## config.mk

```make
export PLATFORM = sky130hd
export DESIGN_NAME = peak_bin_detect
export DESIGN_NICKNAME = d
export VERILOG_FILES = /design/src/rtl/peak_bin_detect.sv
export SDC_FILE = /design/constraint.sdc
export NUM_CORES = 1
export LEC_CHECK = 0
export ABC_AREA = 1
export BUFFER_PORTS_ARGS = -buffer_cell sky130_fd_sc_hd__buf_2
export CAP_MARGIN = 20
export CORE_MARGIN = 2
export CORE_UTILIZATION = 50
export CTS_BUF_LIST = sky130_fd_sc_hd__clkbuf_4 sky130_fd_sc_hd__clkbuf_8
export DETAILED_ROUTE_END_ITERATION = 8
export PLACE_DENSITY = 0.7
export SKIP_CTS_REPAIR_TIMING = 1
export SLEW_MARGIN = 15
export SYNTH_ARGS = -nofsm -noshare
export SYNTH_HDL_FRONTEND = slang
export SYNTH_SLANG_ARGS = --single-unit
```

## constraint.sdc

```tcl
create_clock -name clk -period 7.5 [get_ports clk]
set_input_delay 1.5 -clock clk [delete_from_list [all_inputs] [get_ports clk]]
set_output_delay 1.5 -clock clk [all_outputs]
set_load 0.05 [all_outputs]
```

## src/rtl/peak_bin_detect.sv

```systemverilog
// peak_bin_detect
// Upstream stage of the DOA weight block. Once the mic-1 FFT is complete, this
// block sweeps the FFT RAM over the bin window [BIN_LO, BIN_HI] and computes
// re^2 + im^2 for each bin. It reports the strongest bin with a one-cycle
// detectdone pulse. Afterwards it parks the read address on the winning bin so
// that ram1q keeps presenting the peak to the weight block.
module peak_bin_detect #(
  parameter int ADDR_W = 10,
  parameter int DATA_W = 24,
  parameter int BIN_LO = 1,
  parameter int BIN_HI = 511,
  parameter int THRESH = 4096
) (
  input  logic              clk,
  input  logic              reset,
  input  logic              fftdone,
  input  logic [DATA_W-1:0] ram1q,
  output logic [ADDR_W-1:0] rdaddr1,
  output logic              busy,
  output logic              detectdone,
  output logic [ADDR_W-1:0] maxbin,
  output logic [DATA_W-1:0] maxmag,
  output logic              found
);

  localparam int                HALF_W    = DATA_W / 2;
  localparam logic [ADDR_W-1:0] FIRST_BIN = ADDR_W'(BIN_LO);
  localparam logic [ADDR_W-1:0] LAST_BIN  = ADDR_W'(BIN_HI);
  localparam logic [DATA_W-1:0] MIN_PEAK  = DATA_W'(THRESH);

  typedef enum logic [1:0] {
    IDLE,
    SWEEP,
    DRAIN,
    DONE
  } stateType;

  stateType          state;
  stateType          nextState;
  logic              drainCnt;
  logic              startAccept;

  logic              dataValid;
  logic [ADDR_W-1:0] dataBin;
  logic              magValid;
  logic [ADDR_W-1:0] magBin;
  logic [DATA_W-1:0] magReg;

  logic [DATA_W-1:0] runMag;
  logic [ADDR_W-1:0] runBin;

  logic [DATA_W-1:0] reExt;
  logic [DATA_W-1:0] imExt;
  logic [DATA_W-1:0] reSq;
  logic [DATA_W-1:0] imSq;
  logic [DATA_W-1:0] magNext;

  logic              candUpdate;
  logic [DATA_W-1:0] candMag;
  logic [ADDR_W-1:0] candBin;

  assign startAccept = (state == IDLE) && fftdone;

  // State register. A synchronous reset abandons any sweep in progress.
  always_ff @(posedge clk) begin
    if (reset) begin
      state <= IDLE;
    end else begin
      state <= nextState;
    end
  end

  // Sequencing: a start is only taken in IDLE. The sweep ends after BIN_HI is
  // issued, and two drain cycles empty the read/magnitude pipe. The busy and
  // detectdone flags follow directly from the state.
  always_comb begin
    nextState  = state;
    busy       = 1'b0;
    detectdone = 1'b0;
    case (state)
      IDLE: begin
        if (fftdone) begin
          nextState = SWEEP;
        end
      end
      SWEEP: begin
        busy = 1'b1;
        if (rdaddr1 == LAST_BIN) begin
          nextState = DRAIN;
        end
      end
      DRAIN: begin
        busy = 1'b1;
        if (drainCnt) begin
          nextState = DONE;
        end
      end
      DONE: begin
        busy       = 1'b1;
        detectdone = 1'b1;
        nextState  = IDLE;
      end
      default: begin
        nextState = IDLE;
      end
    endcase
  end

  // Magnitude squared of the word currently on ram1q. Real and imaginary parts
  // are sign-extended to full width first. The true result is below 2^23+1, so
  // keeping only the low DATA_W bits of each product is exact.
  always_comb begin
    reExt   = {{HALF_W{ram1q[DATA_W-1]}}, ram1q[DATA_W-1:HALF_W]};
    imExt   = {{HALF_W{ram1q[HALF_W-1]}}, ram1q[HALF_W-1:0]};
    reSq    = reExt * reExt;
    imSq    = imExt * imExt;
    magNext = reSq + imSq;
  end

  // Candidate running maximum after the magnitude now in the compare stage is
  // taken into account. The strict compare leaves ties on the lowest bin.
  always_comb begin
    candUpdate = magValid && (magReg > runMag);
    candMag    = candUpdate ? magReg : runMag;
    candBin    = candUpdate ? magBin : runBin;
  end

  // Read-data and magnitude pipeline. A valid tag and a bin index travel with
  // each issued address. The running maximum is cleared on start and otherwise
  // follows the candidate.
  always_ff @(posedge clk) begin
    if (reset) begin
      dataValid <= 1'b0;
      dataBin   <= '0;
      magValid  <= 1'b0;
      magBin    <= '0;
      magReg    <= '0;
      runMag    <= '0;
      runBin    <= '0;
    end else begin
      dataValid <= (state == SWEEP);
      dataBin   <= rdaddr1;
      magValid  <= dataValid;
      magBin    <= dataBin;
      magReg    <= magNext;
      if (startAccept) begin
        runMag <= '0;
        runBin <= FIRST_BIN;
      end else begin
        runMag <= candMag;
        runBin <= candBin;
      end
    end
  end

  // Address generation and result capture. The address walks the window during
  // SWEEP. The last drain cycle folds in the final magnitude and publishes the
  // result, which appears together with detectdone. The address then rests on
  // the winning bin.
  always_ff @(posedge clk) begin
    if (reset) begin
      rdaddr1  <= '0;
      maxbin   <= '0;
      maxmag   <= '0;
      found    <= 1'b0;
      drainCnt <= 1'b0;
    end else begin
      drainCnt <= (state == DRAIN) ? ~drainCnt : 1'b0;
      case (state)
        IDLE: begin
          if (fftdone) begin
            rdaddr1 <= FIRST_BIN;
          end
        end
        SWEEP: begin
          if (rdaddr1 != LAST_BIN) begin
            rdaddr1 <= rdaddr1 + ADDR_W'(1);
          end
        end
        DRAIN: begin
          if (drainCnt) begin
            rdaddr1 <= candBin;
            maxbin  <= candBin;
            maxmag  <= candMag;
            found   <= (candMag >= MIN_PEAK);
          end
        end
        default: begin
        end
      endcase
    end
  end

endmodule
```

# Word level (Yosys, flattened, before mapping)
# Index checks and enable logic that the tools add are counted.
# totals
reg_bits	128
out_inout_bits	47
inputBits	27
word_cells	54
# op_classes
magnitude_cmp	2
addsub	2
n_mux	13
reduce_logical	10
eq_ne	9
n_mul	2
n_bitwise	2
# op_table
operator	n
$mul 12x12->24	2
$mux 10	4
$pmux 10 s3	1
$add 24x24->24	1
$ge 24x13->1 const B	1
$gt 24x24->1	1
$mux 24	1
$add 10x1->10 const B	1
$eq 10x9->1 const B	1
$ne 10x9->1 const B	1
$pmux 2 s4	1
$mux 2	3
$ne 2x2->1 const B	3
$eq 2x2->1 const B	2
$reduce_and 4->1	1
$reduce_or 2->1	2
$mux 1	3
$reduce_and 3->1	1
$reduce_bool 3->1	1
$reduce_or 3->1	1
$eq 2x1->1 const B	1
$logic_and 1x1->1	2
$logic_not 2->1	1
$ne 2x1->1 const B	1
2 further kinds	3

# Logic depth before layout (Yosys ltp)
# Gate-level depths: netlist of the first run.
# logic_depth
word_depth	5
mapped_depth	28
ltp_nobuf	27

# Least setup slack after synthesis of the first run
# No wires, ideal clock.
# synth_path
path_type	input-to-reg
start	in ram1q[11]
end	reg magReg[22]
stages	22
required_ps	7430
n_path_buf	1
arrival_time_ps	7008
slack_ps	422
setup_ps	70
path_cell_list	clkbuf_1 nand2_1 fa_1 inv_1 fa_1 inv_1 fa_1 inv_1 fa_1 inv_1 fa_1 inv_1 fa_1 fa_1 ha_1 inv_1 nor3_1 nor3b_1 nand4_1 nand3_1 o21ai_0 a21oi_1
# synth_via
elab_chain_cells	2
# synth_lines
element	line	rtl
from (decl)	17	input logic [DATA_W-1:0] ram1q,
$mul 12x12->24	116	imSq = imExt * imExt;
$add 24x24->24	117	magNext = reSq + imSq;
to (signal assigned)	145	magReg <= magNext;
to (decl)	47	logic [DATA_W-1:0] magReg;
# Every way passes these cells.
# A chain may end at the register's enable or synchronous reset.

# Worst setup path in the final report of the first run
# layout_path
start	in ram1q[13]
end	reg magReg[22]
# layout_via
elab_chain_cells	2
# layout_lines
element	line	rtl
$mul 12x12->24	115	reSq = reExt * reExt;
$add 24x24->24	117	
# Every way passes these cells.

==> flow_metrics.tcl, run 1 <==
set metrics [dict create \
    grt_overflow_total 0 \
    clkTransAtPathRegs_ps 80 \
    synth.distinct_cells 45 \
    synthFlopType "dfxtp_1" \
    period_minus_slack_ps 7080 \
    synth_area_leader_cell "fa_1" \
    gp_routability_congestion 0.9096 \
    max_slew_margin 0.4474 \
    cts_htree_levels 4 \
    netlist_instances 1839 \
    r2r-start "runMag[19]" \
    r2r-end "maxmag[2]" \
    fmax_ghz 0.1412 \
    critPathCaptureType "flip-flop" \
    clk_latency_ps 440 \
    dieHeight_um 179.3 \
    cp.depth 20 \
    cp_max_fo 13 \
    met2_usage 0.4109 \
    grt_use_total 0.2207 \
    layout_commonest_cell "inv_1" \
    synth-async-reset-ratio 0 \
    slew_viol_final 0 \
    hp-class "flip-flop to flip-flop" \
    synth-seq-area-share 0.1668 \
    dieArea_um2 32140 \
    dr.pass1.iters 5 \
    die_width_um 179.3 \
    grt_pass1_vias 12140 \
    drive_gt1_frac 0.08897 \
    ant_nets 0 \
    maxCapViolCount 0 \
    grt_pass1_wl_um 56210 \
    crit_family "adder cells" \
    seq_area_um2 2562 \
    cp_slowest_stage_delay_ps 760 \
    cts_tree "built" \
    setup_tns_ps 0 \
    path_buf_inv 5 \
    io_buffers 73 \
    drc 0 \
    drtIter0Drc 536 \
    period_share 0.9440 \
    use_met3 0.02629 \
    setup_viol 0 \
    status "finished, final reports clean" \
    globalRoute.busiestLayer "met2" \
    antenna_cells 0 \
    cts_root_buf "clkbuf_8" \
    synth_nets 2269 \
    multi_input_area_um2 10450 \
    postSynthAreaPerCell_um2 8.353 \
    cp_cell_sequence "buf_2 > nand2_1 > inv_1 > fa_1 > fa_1 > inv_1 > fa_1 > fa_1 > fa_1 > inv_1 > fa_1 > fa_1 > ha_1 > inv_1 > nor3_1 > nor3b_1 > nand4_1 > nand3_1 > o21ai_0 > a21oi_1" \
    synth_area_um2 15360 \
    finalHoldViolCount 0 \
    wirelength_um 32260 \
    synthToLayoutAreaGrowth_pct 8.642 \
    reg2reg_slack_ps 4690 \
    crit_start "ram1q[13]" \
    grt_max_degree 56 \
    layout_common_cells "inv_1 (557), nand2_1 (320), fa_1 (282), dfxtp_1 (128), ha_1 (121)" \
    start_util 0.5048 \
    crit_end "magReg[22]" \
    final_nets 2339 \
    worstSetupPathType "primary input to flip-flop" \
    arrival_ps 7440 \
    vias 11320 \
    use_met1 0.2715 \
    yosys_warnings 0 \
    n_fill_cell 2788 \
    required_ps 7860 \
    clockBufferDepth 2 \
    cts-buffers-inserted 17 \
    synth_top_cells_by_area "fa_1 (37%), dfxtp_1 (17%), inv_1 (14%), ha_1 (9.9%), nand2_1 (7.8%)" \
    worstMarginPinSlew_ps 824.1 \
    synth-edff-count 0 \
    via_per_inst 4.883 \
    ff2ff_path_depth 12 \
    start_kind "primary input" \
    critPathMostFrequentCell "fa_1" \
    antenna_found_initial 0 \
    ys_seq_elements 128 \
    post-dp-hpwl_um 27090 \
    finClkSkew_ps 13.38 \
    yosys.area.top_type_share 0.3675 \
    row_count 64 \
    design.core.area_um2 30430 \
    ios 74 \
    crit_slowest_cell "fa_1" \
    rsz0062_at_grt "false" \
    cts_sinks 128 \
    wire_per_inst_um 13.92 \
]
kinds of logic (layout without fill, tap and decap cells):
| kind of cell | after synthesis | count (layout) | share of synthesized area |
|---|---|---|---|
| AO/OA/AOI/OAI | 169 | 169 | 0.06630 |
| XOR/XNOR | 25 | 25 | 0.01425 |
| adder cells (fa/ha/maj) | 403 | 403 | 0.4661 |
| buffers and inverters | 613 | 696 | 0.1531 |
| flip-flops | 128 | 128 | 0.1668 |
| AND/OR/NAND/NOR | 501 | 501 | 0.1334 |
through the flow:
stage	utilization	hold WS, ps	worst slack (ps)	std cells	cell area [um2]
CTS	0.5484	407.8	499.1	2318	16690
floorplan	-	388.3	422.2	1839	15360
finish	0.5484	399.8	419.6	2318	16690
global placement	0.5329	390.1	109.6	2286	16220
global route	0.5484	421.6	26.97	2318	16690
detailed placement	0.5329	392.0	44.54	2286	16220
metal layers:
layer  share of wire  up-vias
li1                -     5474
met1            0.41     5560
met2            0.53      231
met3           0.041       53
met4           0.020        0
met5               0        -
layout make-up:
class,instances,share of cell area
clock buffers,19,0.01567
clock inverters,13,0.01260
inverters,560,0.1260
multi-input cells,1098,0.6260
flip-flops and latches,128,0.1535
well taps,396,0.02969
repair buffers,104,0.03659
synth_stat cells (2+ instances only):
library cell	count
buf_6	5
clkbuf_1	41
buf_2	2
buf_1	4
a21boi_0	2
fa_1	282
dfxtp_1	128
xnor2_1	13
inv_1	558
a21o_1	4
xor2_1	12
o21ai_0	42
nand4_1	5
o21ai_2	11
a31oi_1	4
o21bai_1	2
o31ai_1	3
nand3b_1	5
nor2_2	2
o21a_1	3
nor2_1	115
o21ai_1	9
or2_2	10
ha_1	121
nor3_1	3
nand2_2	5
a21oi_1	54
o211ai_1	32
nand2_1	320
nand3_1	27
worst reg2reg max path, stage by stage (launching register included):
cell and delay, ps:
dfxtp_1 370, inv_1 60, ha_1 300, nand2_1 80, nor2_1 50, nand2_1 100
nor2_2 60, a21boi_2 660, nand2_8 380, o21ai_0 410, nand2_1 90, o211ai_1 90
inv_1 50
registers in the layout, indices dropped and copies added (netlist names), 2 cells and up:
register / cells
runBin: 10
magBin: 10
runMag: 24
maxbin: 10
state: 2
maxmag: 24
magReg: 24
dataBin: 10
rdaddr1: 10
worst min path at each step:
stage	end	startpoint	cells after the start	slack, ps
floorplan	magBin[0]	dataBin[0]	2	390
global placement	magBin[7]	dataBin[7]	2	390
detailed placement	magBin[3]	dataBin[3]	2	390
CTS	magBin[0]	dataBin[0]	2	410
global route	magBin[0]	dataBin[0]	2	420
finish	magBin[1]	dataBin[1]	2	400
Power of run 1 is not shown: default switching activity piles up to over one toggle a cycle in this logic, so the estimate is an artifact.
==> run 2, diff against run 1 <==
--- a/config.mk
+++ b/config.mk
@@ -12,7 +12,7 @@
 export CORE_UTILIZATION = 50
 export CTS_BUF_LIST = sky130_fd_sc_hd__clkbuf_4 sky130_fd_sc_hd__clkbuf_8
 export DETAILED_ROUTE_END_ITERATION = 8
-export PLACE_DENSITY = 0.7
+export PLACE_DENSITY_LB_ADDON = 0.3
 export SKIP_CTS_REPAIR_TIMING = 1
 export SLEW_MARGIN = 15
 export SYNTH_ARGS = -nofsm -noshare
==> run 2 against run 1 <==
Register-to-register slack is essentially flat. Wire length fell by 1.9%. Non-clock buffer count is 3 higher. Worst setup slack better by 7.0 ps. Sequential share of layout area is 0.054 points higher. Final area fell by 0.35%. Global-route usage fell by 0.62 points. Die area did not move. Core utilization decreased by 0.19 points. Largest cell class unchanged.
==> flow_metrics.tcl, run 2 (synthesis results as in run 1) <==
set metrics [dict create \
    status "finished, final reports clean" \
    die_width_um 179.3 \
    cts_htree_levels 4 \
    grt_pass1_wl_um 54450 \
    cp_slowest_stage_delay_ps 580 \
    largestRegisters "magReg: 24 flops, maxmag: 24 flops, runMag: 24 flops" \
    grt_max_degree 67 \
    drtIter0Drc 640 \
    grt_use_total 0.2145 \
    start_util 0.5048 \
    setup_viol 0 \
    arrival_ps 7400 \
    gp_routability_congestion 0.8944 \
    dr.pass1.iters 5 \
    grt_pass1_vias 11560 \
    cp_cell_sequence "buf_2 > nand2_1 > inv_1 > fa_1 > inv_1 > buf_4 > fa_1 > inv_1 > fa_1 > fa_1 > fa_1 > fa_1 > inv_1 > fa_1 > inv_1 > ha_1 > a21oi_1 > o211ai_1 > a21oi_1 > nand2_1 > a31oi_1 > nand3_1 > nand2_1 > nor2_1" \
    slew_viol_final 0 \
    cts_root_buf "clkbuf_8" \
    clockBufferDepth 2 \
    clkTransAtPathRegs_ps 80 \
    grt_overflow_total 0 \
    multi_input_area_um2 10450 \
    period_minus_slack_ps 7073 \
    seq_area_um2 2562 \
    layout_commonest_cell "inv_1" \
    row_count 64 \
    design.core.area_um2 30430 \
    dieArea_um2 32140 \
    period_share 0.9431 \
    dpl-instance-area_um2 16230 \
    dieHeight_um 179.3 \
    crit_slowest_cell "fa_1" \
    wl_met1_um 13470 \
    post-place-cells 2289 \
    clk_latency_ps 430 \
    wirelength_um 31660 \
    cp_max_fo 10 \
    critPathMostFrequentCell "fa_1" \
    layout_common_cells "inv_1 (557), nand2_1 (320), fa_1 (282), dfxtp_1 (128), ha_1 (121)" \
    post-dp-hpwl_um 27130 \
    via_per_inst 4.811 \
    hp-class "flip-flop to flip-flop" \
    final_nets 2342 \
    critPathCaptureType "flip-flop" \
    wl_met2_um 16700 \
    maxCapViolCount 0 \
    worstSetupPathType "primary input to flip-flop" \
    required_ps 7830 \
    routed.top_layer "met4" \
    cts-buffers-inserted 17 \
    io_buffers 73 \
    ios 74 \
    wire_per_inst_um 13.64 \
    cts_tree "built" \
    drc 0 \
    fmax_ghz 0.1414 \
    antenna_cells 0 \
    setup_tns_ps 0 \
    ant_nets 0 \
    finalHoldViolCount 0 \
    start_kind "primary input" \
    max_slew_margin 0.3334 \
    fin_cells 2321 \
    vias 11170 \
    n_fill_cell 2808 \
    worstMarginPinSlew_ps 998.5 \
    cts_sinks 128 \
    wl_met3_um 1040 \
    rsz0062_at_grt "false" \
    drive_gt1_frac 0.09091 \
    antenna_found_initial 0 \
    fin_area_um2 16630 \
    synthToLayoutAreaGrowth_pct 8.259 \
    finClkSkew_ps 12.02 \
]
-- run 2: worst max-delay path: cells and delay by family --
kind	cells	cell delay, ps
and+or+nand+nor	5	430
adders and majority gates	8	3840
buffers and inverters	7	840
AOI/OAI and AO/OA	4	770
-- run 2: final timing paths --
path | cells past startpoint | slack (ps) | startpoint | to
worst max-delay path | 24 | 430 | ram1q[11] | magReg[23]
worst min register to register | 2 | 410 | dataBin[7] | magBin[7]
worst max register to register | 12 | 4690 | runMag[19] | maxmag[10]
worst min-delay path | 2 | 410 | dataBin[7] | magBin[7]
-- run 2: area by class of cell --
class | instances | area share
multi-input combinational | 1098 | 0.6282
inverter | 560 | 0.1264
clock buffer | 18 | 0.01490
tap | 396 | 0.02979
timing repair buffer | 107 | 0.03732
clock inverter | 14 | 0.009330
sequential | 128 | 0.1541
-- run 2: per-layer routing --
layer / GRT usage / vias to the layer above
met5: 0 / -
met2: 0.3855 / 168
li1: - / 5473
met3: 0.02714 / 31
met1: 0.2770 / 5494
met4: 0.04435 / 0
-- run 2: per-stage QoR --
step	setup WS, ps	hold slack, ps	utilization
floorplan	422.2	388.3	-
global placement	48.21	394.4	0.5333
detailed placement	-21.70	394.9	0.5333
CTS	449.4	406.1	0.5465
global route	117.2	429.1	0.5465
finish	426.7	406.3	0.5465
Power of run 2 is left out for the same reason.
